$ cat src/rtl/serial_subtractor_pkg.sv
// Shared definitions for the bit-serial subtractor: state encoding, default width,
// and bit-counter sizing.
package serial_subtractor_pkg;

    localparam int unsigned DEFAULT_WIDTH = 4;

    typedef enum logic [1:0] {
        IDLE = 2'd0,
        RUN  = 2'd1,
        DONE = 2'd2
    } state_e;

    // Counter must index 0..w-1; never narrower than one bit.
    function automatic int unsigned cnt_width(input int unsigned w);
        return (w <= 2) ? 1 : $clog2(w);
    endfunction

endpackage

$ cat src/rtl/serial_subtractor_sub_bit_cell.sv
// One-bit full adder reused every cycle by the serial subtractor.
module sub_bit_cell (
    input  logic a,
    input  logic b,
    input  logic cin,
    output logic sum,
    output logic cout
);

    assign sum  = a ^ b ^ cin;
    assign cout = (a & b) | (a & cin) | (b & cin);

endmodule

$ cat src/rtl/serial_subtractor.sv
// Bit-serial two's-complement subtractor: difference = a + ~b + 1, LSB first,
// one bit per clock behind a start/busy/done handshake.
module serial_subtractor
    import serial_subtractor_pkg::*;
#(
    parameter int unsigned WIDTH = DEFAULT_WIDTH
) (
    input  logic             clk,
    input  logic             reset,
    input  logic             start,
    input  logic [WIDTH-1:0] a,
    input  logic [WIDTH-1:0] b,
    output logic             busy,
    output logic             done,
    output logic [WIDTH-1:0] difference,
    output logic             carryout,
    output logic             overflow
);

    localparam int unsigned CW = cnt_width(WIDTH);

    state_e           state_q, state_d;
    logic [WIDTH-1:0] a_q, a_d;
    logic [WIDTH-1:0] b_q, b_d;
    logic [WIDTH-1:0] res_q, res_d;
    logic [WIDTH-1:0] diff_d;
    logic [CW-1:0]    cnt_q, cnt_d;
    logic             carry_q, carry_d;
    logic             co_d, ov_d, busy_d, done_d;
    logic             accept;
    logic             sum_c, cout_c;

    sub_bit_cell u_cell (
        .a    (a_q[0]),
        .b    (b_q[0]),
        .cin  (carry_q),
        .sum  (sum_c),
        .cout (cout_c)
    );

    // State and datapath registers
    always_ff @(posedge clk) begin
        if (reset) begin
            state_q    <= IDLE;
            a_q        <= '0;
            b_q        <= '0;
            res_q      <= '0;
            cnt_q      <= '0;
            carry_q    <= 1'b0;
            busy       <= 1'b0;
            done       <= 1'b0;
            difference <= '0;
            carryout   <= 1'b0;
            overflow   <= 1'b0;
        end else begin
            state_q    <= state_d;
            a_q        <= a_d;
            b_q        <= b_d;
            res_q      <= res_d;
            cnt_q      <= cnt_d;
            carry_q    <= carry_d;
            busy       <= busy_d;
            done       <= done_d;
            difference <= diff_d;
            carryout   <= co_d;
            overflow   <= ov_d;
        end
    end

    // Next-state and datapath update
    always_comb begin
        state_d = state_q;
        a_d     = a_q;
        b_d     = b_q;
        res_d   = res_q;
        cnt_d   = cnt_q;
        carry_d = carry_q;
        diff_d  = difference;
        co_d    = carryout;
        ov_d    = overflow;
        accept  = start && (state_q == IDLE || state_q == DONE);

        unique case (state_q)
            IDLE: ;
            RUN: begin
                a_d     = {1'b0, a_q[WIDTH-1:1]};
                b_d     = {1'b0, b_q[WIDTH-1:1]};
                res_d   = {sum_c, res_q[WIDTH-1:1]};
                carry_d = cout_c;
                cnt_d   = cnt_q + CW'(1);
                if (cnt_q == CW'(WIDTH - 1)) begin
                    // carry_q here is the carry into the MSB
                    diff_d  = {sum_c, res_q[WIDTH-1:1]};
                    co_d    = cout_c;
                    ov_d    = carry_q ^ cout_c;
                    state_d = DONE;
                end
            end
            DONE:    state_d = IDLE;
            default: state_d = IDLE;
        endcase

        if (accept) begin
            a_d     = a;
            b_d     = ~b;
            res_d   = '0;
            carry_d = 1'b1;
            cnt_d   = '0;
            state_d = RUN;
        end

        busy_d = (state_d == RUN);
        done_d = (state_d == DONE);
    end

endmodule

$ cat config.mk
export PLATFORM = sky130hd
export DESIGN_NAME = serial_subtractor
export DESIGN_NICKNAME = d
export VERILOG_FILES = /design/src/rtl/serial_subtractor_pkg.sv /design/src/rtl/serial_subtractor_sub_bit_cell.sv /design/src/rtl/serial_subtractor.sv
export SDC_FILE = /design/constraint.sdc
export NUM_CORES = 1
export LEC_CHECK = 0
export CAP_MARGIN = 20
export CORE_ASPECT_RATIO = 1.4
export CORE_MARGIN = 4
export CORE_UTILIZATION = 46
export CTS_BUF_LIST = sky130_fd_sc_hd__clkbuf_4 sky130_fd_sc_hd__clkbuf_8
export DETAILED_ROUTE_END_ITERATION = 7
export PLACE_DENSITY = 0.81
export SLEW_MARGIN = 10
export SYNTH_ARGS = -nofsm -noshare
export SYNTH_HDL_FRONTEND = slang
export SYNTH_SLANG_ARGS = --single-unit
$ cat constraint.sdc
create_clock -name clk -period 1.2 [get_ports clk]
set_input_delay 0.12 -clock clk [delete_from_list [all_inputs] [get_ports clk]]
set_output_delay 0.12 -clock clk [all_outputs]
set_load 0.005 [all_outputs]
==> flow_summary.yaml <==
clock_tree:
  cts_tree: "done"
  cts_buffer_depth: 2
  clk_latency_ns: 0.32
  clk_pin_slew_worst_paths_ns: 0.13
  h-tree-depth: 1
  root_buffer: "clkbuf_4"
  cts_sinks: 24
  numCtsBuffers: 3
  holdBufCountCts: 0
cells_and_area:
  antenna_cells: 0
  fillers: 163
  final_nets: 148
  drive_gt1_frac: 0.261
  seq_area_um2: 493
  syn2layout_area_growth_pct: 37.8
  multiInputGateArea_um2: 443
grt:
  grt_antenna_before_repair: 0
  grt_busiest_layer: "met2"
  grt_pass1_vias: 784
  grt_pass1_wl_um: 3300
  grt_start_max_net_pins: 14
  grt.total_usage: 0.163
  met3_usage: 0.0263
  grt_remaining_overflow: 0
  grtUsageMet2: 0.291
  met1_usage: 0.178
worst_hold_path:
  worstHoldPathCells: 3
  whs_endpoint: "a_q[2]"
  hold_path_class: "input port to register"
  hold_path_startpoint: "a[2]"
logic_synthesis:
  ys_types: 24
  synthTopCellsByCount: "dfxtp_1 (24), nand2_1 (22), a21oi_1 (13)"
  ys_ff_latch: 24
  synth-seq-area-share: 0.515
  netlist_area_um2: 933
  syn_avg_cell_area_um2: 8.89
  synth_nets: 118
  synth-main-ff-cell: "dfxtp_1"
  yosys-top-cells-area: "dfxtp_1 (51%), nand2_1 (8.8%), a21oi_1 (7.0%), nand3_1 (4.8%), nor2_1 (3.2%)"
  synth_top_area_frac: 0.515
  synth_top_area_cell: "dfxtp_1"
  synthCells: 105
  synth_most_common_cell: "dfxtp_1"
  synth_async_sr_flop_share: 0
  synth_edf_count: 0
  yosysWarnings: 0
route:
  first_pass_iters: 4
  ant_nets: 0
  drt_iter0_markers: 32
  post_drt_wl_per_cell_um: 13.6
  routed_wl_um: 2100
  drc: 0
  vias_per_cell: 5.41
  num_vias: 838
placed_design:
  port_buffers: 18
  gp_congestion: 0.741
  dpl.hpwl_um: 1470
worst_setup_path:
  critPathLaunchType: "register"
  timing.rr.start: "a_q[0]"
  r2r_cells: 3
  endpoint_kind: "register"
  path_class: "register to register"
  reg2reg_slack_ns: -0.004
  cp_max_fo: 2
  r2r-end: "difference[3]"
  cp.arrival_ns: 1.47
  required_ns: 1.46
pwr:
  powerDensity_nw_per_um2: 1190
  p_leak_uw: 0.000524
  p_sw_frac: 0.249
  combPwrFrac: 0.159
  p_int_uw: 1150
  p_seq_frac: 0.560
  power_uw: 1530
  power_switching_uw: 381
  pwr-share-clk: 0.281
  peakVddDrop_v: 0.000820
timing:
  setup_viol: 1
  fin_ws_ns: -0.00397
  slew_viol_final: 0
  fin_skew_ns: 0.00201
  hold_slack_ns: 0.376
  timing.fmax_mhz: 831
  rsz0062_at_grt: "yes"
  hold_viol: 0
  layout_min_cycle_time_ns: 1.20
  slew-limit-headroom: 0.808
  tightest_slew_ns: 0.287
  period_share: 1.00
floorplan:
  start_util: 0.479
  die_area_um2: 2820
  die_x_um: 46.1
  fp.dieH_um: 61.3
  rows: 19
  num_io_pins: 19
  core_um2: 1950
outcome:
  violations: "negative setup slack"
  status: "finished, violations left"
flow_run:
  drv_cap: 0
[cell usage in the layout, fill, tap and decap left out, drive strengths merged]
cell / instances
xor2: 1
nand3: 9
mux2i: 1
clkdlybuf4s50: 10
nand2b: 3
a2111oi: 1
xnor2: 1
dfxtp: 24
nor3: 1
a2bb2oi: 2
a21oi: 13
a31oi: 2
nand3b: 1
and2b: 2
nand2: 22
dlygate4sd2: 8
nor2: 8
a21o: 1
fa: 1
clkbuf: 4
ha: 1
a311oi: 2
buf: 14
a22oi: 1
o21a: 1
[power by group through the flow]
stage	sequential, µW	combinational (µW)	clock (µW)
floorplan	868	124	0
global placement	871	210	0
detailed placement	872	217	0
CTS	855	223	433
global route	861	264	466
finish	857	243	430
[how the worst max path moves through the flow]
stage          cells past startpoint            end       start  slack (ns)
6_report                           3  difference[3]      a_q[0]      -0.004
2_1_floorplan                      4       overflow     carry_q        0.05
3_5_place_dp                       4         b_q[3]       start       -0.09
5_1_grt                            4  difference[3]    cnt_q[0]       -0.03
3_3_place_gp                       4         b_q[3]       start       -0.04
4_1_cts                            3         b_q[3]  state_q[1]        0.01
[sequential cells by signal, indices dropped and copies added, names as in the netlist]
name / flops
carry_q: 1
carryout: 1
difference: 4
res_q: 3
busy: 1
a_q: 4
b_q: 4
overflow: 1
cnt_q: 2
done: 1
state_q: 2
[layer usage]
metal  routed length [µm]  vias up
li1                     -      414
met1                  822      398
met2                 1140       19
met3                   81        7
met4                   59        0
met5                    0        -
[layout make-up]
cell class,instances,area share
Tap cell,21,0.0204
Clock buffer,4,0.0282
Multi-Input combinational cell,74,0.344
Timing Repair Buffer,32,0.224
Sequential cell,24,0.383
[metrics by stage]
stage	setup WS, ns	setup TNS, ns	utilization	cell area, µm²	std cells
after global placement	-0.0388	-0.0388	0.611	1190	147
after CTS	0.0128	0	0.639	1240	153
after floorplan	0.0524	0	-	936	105
after global routing	-0.0334	-0.122	0.660	1290	155
final	-0.00397	-0.00397	0.660	1290	155
after detailed placement	-0.0863	-0.113	0.611	1190	147
[worst max-delay path, cell delays in order, from the launching register on]
cell     delay (ns)
dfxtp_2        0.36
fa_2           0.58
nand3_2        0.08
a21oi_2        0.13
[logic make-up (layout without fill, tap and decap cells)]
group | after synthesis | count (layout) | share of synthesized area
AND/OR/NAND/NOR | 46 | 46 | 0.218
XOR/XNOR | 2 | 2 | 0.0188
buffers and inverters | 7 | 36 | 0.0415
multiplexers | 1 | 1 | 0.0107
AO/OA/AOI/OAI | 23 | 23 | 0.161
flip-flops | 24 | 24 | 0.515
adder cells (fa/ha/maj) | 2 | 2 | 0.0349
[timing repair]
item / CTS / global route
pin swaps: 1 / 7
endpoints found under the setup margin: 14 / 7
endpoints found under the hold margin: 0 / 0
cloned: 0 / 0
setup buffers: 2 / 2
gates resized for setup: 18 / 6
(Power assumes the default switching activity.)
